--- src/rtl/vga_mem_arbiter.sv ---
// Arbitrates one single-port synchronous video RAM between the display fetch path
// (absolute priority) and two writers that may only write inside a per-frame window.
module vga_mem_arbiter #(
  parameter int AW        = 12,
  parameter int DW        = 8,
  parameter int WIN_CYC   = 20000,
  parameter int MAX_BURST = 16
) (
  input  logic          i_clk,
  input  logic          i_rst_n,
  input  logic          i_animate,
  input  logic          i_disp_req,
  input  logic [AW-1:0] i_disp_addr,
  output logic [DW-1:0] o_disp_data,
  output logic          o_disp_valid,
  input  logic          i_wr0_req,
  input  logic [AW-1:0] i_wr0_addr,
  input  logic [DW-1:0] i_wr0_data,
  output logic          o_wr0_ack,
  input  logic          i_wr1_req,
  input  logic [AW-1:0] i_wr1_addr,
  input  logic [DW-1:0] i_wr1_data,
  output logic          o_wr1_ack,
  output logic          o_mem_en,
  output logic          o_mem_we,
  output logic [AW-1:0] o_mem_addr,
  output logic [DW-1:0] o_mem_wdata,
  input  logic [DW-1:0] i_mem_rdata,
  output logic          o_win_open,
  output logic          o_overrun
);

  localparam int CW = (WIN_CYC > 2) ? $clog2(WIN_CYC) : 1;
  localparam int BW = $clog2(MAX_BURST + 1);
  localparam logic [CW-1:0] CNT_LOAD  = CW'(WIN_CYC - 1);
  localparam logic [BW-1:0] BURST_MAX = BW'(MAX_BURST);

  typedef enum logic {
    ST_CLOSED = 1'b0,
    ST_OPEN   = 1'b1
  } state_t;

  state_t        r_state;
  logic [CW-1:0] r_cnt;
  logic          r_rr_ptr;     // writer preferred when nobody holds the grant
  logic [BW-1:0] r_burst_cnt;  // 0 only until the first write grant after reset
  logic          r_rd_stage;

  state_t        w_state_next;
  logic [CW-1:0] w_cnt_next;
  logic          w_close;
  logic          w_any_wr;
  logic          w_rd_grant;
  logic          w_wr_grant;
  logic          w_wr_sel;
  logic          w_holder;
  logic          w_has_holder;
  logic          w_rr_ptr_next;
  logic [BW-1:0] w_burst_next;
  logic [AW-1:0] w_wr_addr;
  logic [DW-1:0] w_wr_data;

  always_comb begin
    w_state_next = r_state;
    w_cnt_next   = r_cnt;
    w_close      = 1'b0;
    case (r_state)
      ST_CLOSED: begin
        if (i_animate) begin
          w_state_next = ST_OPEN;
          w_cnt_next   = CNT_LOAD;
        end
      end
      ST_OPEN: begin
        // A new frame pulse always extends the window, even on its last cycle.
        if (i_animate) begin
          w_cnt_next = CNT_LOAD;
        end else if (r_cnt == '0) begin
          w_state_next = ST_CLOSED;
          w_close      = 1'b1;
        end else begin
          w_cnt_next = r_cnt - CW'(1);
        end
      end
      default: begin
        w_state_next = ST_CLOSED;
        w_cnt_next   = '0;
      end
    endcase
  end

  always_comb begin
    w_any_wr     = i_wr0_req | i_wr1_req;
    w_rd_grant   = i_disp_req;
    w_wr_grant   = (r_state == ST_OPEN) && !i_disp_req && w_any_wr;
    w_holder     = ~r_rr_ptr;
    w_has_holder = (r_burst_cnt != '0);

    w_wr_sel = r_rr_ptr;
    if (i_wr0_req && !i_wr1_req) begin
      w_wr_sel = 1'b0;
    end else if (!i_wr0_req && i_wr1_req) begin
      w_wr_sel = 1'b1;
    end else if (w_has_holder && (r_burst_cnt < BURST_MAX)) begin
      w_wr_sel = w_holder;
    end

    w_rr_ptr_next = r_rr_ptr;
    w_burst_next  = r_burst_cnt;
    if (w_wr_grant) begin
      w_rr_ptr_next = ~w_wr_sel;
      if (w_has_holder && (w_wr_sel == w_holder)) begin
        // A lone requester may exceed the burst limit; saturate so the count stays meaningful.
        w_burst_next = (r_burst_cnt < BURST_MAX) ? r_burst_cnt + BW'(1) : r_burst_cnt;
      end else begin
        w_burst_next = BW'(1);
      end
    end

    w_wr_addr = w_wr_sel ? i_wr1_addr : i_wr0_addr;
    w_wr_data = w_wr_sel ? i_wr1_data : i_wr0_data;
  end

  always_ff @(posedge i_clk or negedge i_rst_n) begin
    if (!i_rst_n) begin
      r_state      <= ST_CLOSED;
      r_cnt        <= '0;
      r_rr_ptr     <= 1'b0;
      r_burst_cnt  <= '0;
      r_rd_stage   <= 1'b0;
      o_disp_data  <= '0;
      o_disp_valid <= 1'b0;
      o_wr0_ack    <= 1'b0;
      o_wr1_ack    <= 1'b0;
      o_mem_en     <= 1'b0;
      o_mem_we     <= 1'b0;
      o_mem_addr   <= '0;
      o_mem_wdata  <= '0;
      o_overrun    <= 1'b0;
    end else begin
      r_state     <= w_state_next;
      r_cnt       <= w_cnt_next;
      r_rr_ptr    <= w_rr_ptr_next;
      r_burst_cnt <= w_burst_next;

      o_mem_en <= w_rd_grant | w_wr_grant;
      o_mem_we <= w_wr_grant;
      if (w_rd_grant) begin
        o_mem_addr <= i_disp_addr;
      end else if (w_wr_grant) begin
        o_mem_addr  <= w_wr_addr;
        o_mem_wdata <= w_wr_data;
      end

      o_wr0_ack <= w_wr_grant & ~w_wr_sel;
      o_wr1_ack <= w_wr_grant & w_wr_sel;

      // RAM returns data the cycle after the enable; capture it one edge later.
      r_rd_stage   <= o_mem_en & ~o_mem_we;
      o_disp_valid <= r_rd_stage;
      if (r_rd_stage) begin
        o_disp_data <= i_mem_rdata;
      end

      o_overrun <= w_close & w_any_wr;
    end
  end

  assign o_win_open = (r_state == ST_OPEN);

endmodule

--- config.mk ---
export PLATFORM = sky130hd
export DESIGN_NAME = vga_mem_arbiter
export DESIGN_NICKNAME = d
export VERILOG_FILES = /design/src/rtl/vga_mem_arbiter.sv
export SDC_FILE = /design/constraint.sdc
export NUM_CORES = 1
export LEC_CHECK = 0
export BUFFER_PORTS_ARGS = -buffer_cell sky130_fd_sc_hd__clkbuf_2
export CAP_MARGIN = 20
export CELL_PAD_IN_SITES_DETAIL_PLACEMENT = 1
export CELL_PAD_IN_SITES_GLOBAL_PLACEMENT = 1
export CORE_MARGIN = 10
export CORE_UTILIZATION = 33
export DETAILED_ROUTE_END_ITERATION = 16
export PLACE_DENSITY = 0.72
export SETUP_SLACK_MARGIN = 0.15
export SLEW_MARGIN = 30
export SYNTH_ARGS = -nofsm -noshare
export SYNTH_HDL_FRONTEND = slang
export SYNTH_SLANG_ARGS = --single-unit
export TNS_END_PERCENT = 1
--- constraint.sdc ---
create_clock -name i_clk -period 2.15 [get_ports i_clk]
set_clock_uncertainty 0.2 [all_clocks]
set_input_delay 0.645 -clock i_clk [delete_from_list [all_inputs] [get_ports i_clk]]
set_output_delay 0.645 -clock i_clk [all_outputs]
set_load 0.03 [all_outputs]
* Word-level counts from Yosys, hierarchy flattened
Index checks and enable logic that the tools add are counted.
** Operators by class
- Add/sub/neg operators :: 2
- $lt $le $gt $ge :: 1
- Equal/unequal tests :: 4
- Mux-type cells :: 20
- Bitwise logic cells :: 11
- Reductions and logical operators :: 15
** Operators with widths (count)
- two-way mux 15 bit :: 3
- two-way mux 12 bit :: 3
- one-hot mux 15 bit (2 select lines) :: 1
- zero test 15 bit :: 1
- subtractor 15 x 1 -> 15 bit (second input constant) :: 1
- two-way mux 5 bit :: 2
- two-way mux 1 bit :: 9
- two-way mux 8 bit :: 1
- logical AND 1 bit :: 6
- AND reduction 2 bit :: 3
- adder 5 x 1 -> 5 bit (second input constant) :: 1
- less-than comparator 5 bit (second input constant) :: 1
- inverter 1 bit :: 5
- nonzero test 5 bit :: 1
- bitwise AND 1 bit :: 4
- != test 2 bit (second input constant) :: 2
- zero test 1 bit :: 3
- != test 3 bit (second input constant) :: 1
- bitwise OR 1 bit :: 2
- one-hot mux 1 bit (2 select lines) :: 1
- nonzero test 2 bit :: 1
- == test 1 bit :: 1
** Word-level totals
- Register bits :: 57
- Input bits :: 66
- Logic and storage cells :: 67

* Logic depth before layout (Yosys ltp)
- Depth after elaboration :: 9
- Gate-level depth with buffers :: 8
- Depth with buffers taken out :: 7

* Least setup slack after synthesis
Ideal clock, no wire load.
- Path kind :: register -> register
- Start point :: register r_burst_cnt[0]
- End point :: register o_mem_addr[2]
- Setup time :: 132 ps
- Data arrival time :: 1750 ps
- Required time :: 1818 ps
- Setup slack :: 68 ps
- Stages on the path, launching flop included :: 9
- Path buffers :: 1
- Period minus slack after synthesis :: 2082 ps
- Path through :: dfrtp_1 -> inv_1 -> ha_1 -> nor3b_2 -> or3_4 -> a31oi_4 -> buf_6 -> mux2i_1 -> o21ai_1
** Between the ends
- Cells in the longest elaborated chain, start to end :: 8
- Elaborated cells on any way between the ends :: 9
- Classes of those cells :: 1 x order compare; 6 x mux; 2 x reduce/logical
** RTL lines
- start: declaration :: line 46 : logic [BW-1:0] r_burst_cnt;
- start signal: assignment :: line 144 : r_burst_cnt <= w_burst_next;
- less-than comparator 5 bit / nonzero test 5 bit (equally long branches) :: line 104, 97
- logical AND 1 bit * :: line 104 : end else if (w_has_holder && (r_burst_cnt < BURST_MAX)) begin
- two-way mux 1 bit * :: line 104
- two-way mux 1 bit * :: line 102 : end else if (!i_wr0_req && i_wr1_req) begin
- two-way mux 1 bit * :: line 100 : if (i_wr0_req && !i_wr1_req) begin
- two-way mux 12 bit * :: line 120 : w_wr_addr = w_wr_sel ? i_wr1_addr : i_wr0_addr;
- two-way mux 12 bit * :: line 150 : end else if (w_wr_grant) begin
- two-way mux 12 bit * :: line 148 : if (w_rd_grant) begin
- end signal: assignment :: line 149 : o_mem_addr <= i_disp_addr;
- end signal: assignment :: line 151 : o_mem_addr <= w_wr_addr;
- end: declaration :: line 26 : output logic [AW-1:0] o_mem_addr,
Mark *: on every way between the ends. The rest lies on a longest branch, timed or not. The select of a mux whose other input is x is not followed.
A chain may end at the register's enable or synchronous reset.

* Worst setup path in the final report
- Start point :: register r_burst_cnt[0]
- End point :: register o_mem_addr[6]
The elaborated chain is that of the path after synthesis.

==> flow_summary_export.csv <==
group,metric,value,unit
setup_path,path_class,"register to register",
die,fp.dieArea,12600,sq um
sta,slew_viol_final,0,
drt,num_vias,2486,
pwr,p_leak,1.80,nW
finish,nets,459,
sta,hold_viol_final,0,
logic_synthesis,synth_top_area_share,0.507,
placement,hpwlAfterDp,6.48,mm
logic_synthesis,synth_common_cells,"dfrtp_1 (57), nor2_1 (30), a21oi_1 (25)",
logic_synthesis,avgSynthCellArea,10.3,sq um
drt,finalWirelength,8.37,mm
setup_path,cp_max_fo,22,
placement,gp_congestion,0.801,
setup_path,cpMaxStageDelayCell,"dfrtp_1",
drt,wl_per_cell,16.7,microns
clocking,numCtsBuffers,9,
hold_path,hold_class,"input port to async pin",
status,status,"completed",
logic_synthesis,yosysTopAreaCell,"dfrtp_1",
drt,first_pass_iters,4,
run,drv_cap,0,
global_route,grt_pass1_vias,2658,
logic_synthesis,ys_ff_latch,57,
clocking,ctsRootBufferMaster,"clkbuf_8",
setup_path,end_kind,"register",
finish,area_delta_synth_final,34.8,%
finish,multiInputGateArea,1390,sq um
sta,maxSlewHeadroom,0.670,
drt,drt_iter0_drc,67,
global_route,grt_pass1_wl,13.5,mm
die,start_util,0.341,
pwr,vdd_drop_max,0.332,mV
drt,drc,0,
die,core,8260,sq um
sta,fin_crit_sh,0.988,
logic_synthesis,syn_inst,274,
logic_synthesis,synth_cell_types,48,
sta,final.setup.tns,0,ns
global_route,antenna_found_initial,0,
clocking,cts_tree,"built",
setup_path,cpPeakStageDelay,0.35,ns
sta,setup_viol,0,
clocking,htreeDepth,3,
placement,pre_cts_slack,0.0173,ns
logic_synthesis,synth_nets,343,
setup_path,cp_num_buf_inv,2,
logic_synthesis,yosysWarnings,0,
logic_synthesis,ys_seq_area_frac,0.507,
clocking,clk_pin_slew,0.07,ns
sta,rsz0062_at_grt,"true",
setup_path,path_cells,"inv_1 > ha_2 > nor3b_4 > or3_4 > a31oi_4 > buf_12 > mux2i_1 > a21oi_1",
global_route,overflow,0,
die,die_w,112,microns
clocking,cts_buffer_depth,2,
drt,antenna_violating_nets_post_route,0,
setup_path,path_delay_family,"simple AND/OR/NAND/NOR gates",
pwr,power_density,874,nW/um^2
setup_path,required,2.17,ns
placement,portBuffers,100,
finish,num_antenna_cells,0,
global_route,grt_max_degree,58,
logic_synthesis,syn_area,2820,sq um
sta,fin_hold_ws,0.104,ns
clocking,clock_sinks,57,
setup_path,start_kind,"register",
global_route,track_usage,0.128,
die,rows,33,
logic_synthesis,synthFlopType,"dfrtp_1",
finish,drive_gt1_frac,0.410,
drt,routed_via_density,4.97,
clocking,clock_latency,0.34,ns
finish,fill_cells,978,
logic_synthesis,synth_top_cells_by_area,"dfrtp_1 (51%), mux2i_1 (7.5%), a21oi_1 (4.4%)",
finish,register_area,1430,sq um
die,io_pins,101,
setup_path,arrival,2.14,ns
logic_synthesis,synth_most_common_cell,"dfrtp_1",
sta,layout_setup_ws,0.0268,ns
logic_synthesis,synthArstFlopShare,1.00,
sta,post-route-min-period,2.12,ns
die,chipHeight,112,microns
logic_synthesis,synth_edf_count,0,
sta,tightest_slew,0.490,ns
sta,clock.fmax,0.471,GHz
[power by group]
group	internal, mW	total, mW	switching (mW)
logic	0.473	1.11	0.640
registers	1.22	1.32	0.107
clock network	0.414	0.881	0.467
[flip-flops by register name, summed over array words and instances (netlist names), 5 cells and up]
| signal | cells |
|---|---|
| o_mem_addr | 12 |
| o_disp_data | 8 |
| o_mem_wdata | 8 |
| r_burst_cnt | 5 |
| r_cnt | 15 |
[metal layers]
| layer | track usage | vias to the layer above | part of all wire |
|---|---|---|---|
| met5 | 0 | - | 0 |
| met4 | 0.0626 | 0 | 0.022 |
| met3 | 0.0272 | 14 | 0.046 |
| met2 | 0.209 | 68 | 0.49 |
| met1 | 0.156 | 1209 | 0.45 |
| li1 | - | 1195 | - |
[kinds of logic after synthesis]
group           Yosys count  share of synthesized area
simple gates            102                      0.197
flops                    57                      0.507
compound gates           55                      0.116
mux                      29                      0.107
buf+inv                  18                     0.0298
xor+xnor                 10                     0.0311
fa+ha+maj                 3                     0.0133
[cells in the final DEF (no fill, tap or decap), types with 6 or more instances in the layout]
| cell | instances |
|---|---|
| mux2_2 | 8 |
| nand2b_1 | 12 |
| buf_4 | 15 |
| nor2_1 | 29 |
| mux2i_1 | 21 |
| nand2_1 | 20 |
| inv_1 | 6 |
| a21oi_1 | 24 |
| dfrtp_1 | 56 |
| clkbuf_8 | 9 |
| o21ai_1 | 16 |
| nor3_1 | 6 |
| clkbuf_2 | 100 |
[final timing paths]
check,cells past startpoint,to,slack (ns),startpoint
max reg2reg,8,o_mem_addr[6],0.03,r_burst_cnt[0]
max,8,o_mem_addr[6],0.03,r_burst_cnt[0]
min reg2reg,1,r_rd_stage,0.25,o_mem_we
max in group asynchronous,2,r_cnt[9],1.39,i_rst_n
min in group i_clk,1,r_rd_stage,0.25,o_mem_we
min,2,r_cnt[2],0.10,i_rst_n
[through the flow]
step | area (sq um) | power (mW) | instances | util
3_3_place_gp | 3540 | 2.41 | 484 | 0.428
4_1_cts | 3710 | 3.33 | 500 | 0.449
6_report | 3790 | 3.32 | 500 | 0.459
3_5_place_dp | 3540 | 2.44 | 484 | 0.428
2_1_floorplan | 2820 | 2.05 | 274 | -
5_1_grt | 3790 | 3.50 | 500 | 0.459
[timing repair]
item                       4_1_cts  5_1_grt
gates resized for setup          0       22
setup endpoints to repair       24       38
hold buffers                     0        0
buffers inserted                 0        0
pin swaps                        0       15
gates cloned                     0        0
[cell type report]
class | count | area share
tap | 105 | 0.0346
clock buffer | 9 | 0.0327
timing repair buffer | 117 | 0.172
clock inverter | 7 | 0.0122
multi-input combinational | 199 | 0.366
sequential | 57 | 0.376
inverter | 6 | 0.00594
[worst reg2reg max path, cell delays in order, from the launching register on]
cell and delay (ns):
dfrtp_1 0.35, inv_1 0.05, ha_2 0.18, nor3b_4 0.16, or3_4 0.35, a31oi_4 0.16, buf_12 0.21, mux2i_1 0.26
a21oi_1 0.09
Note: power is estimated with default switching activity, not from simulation.
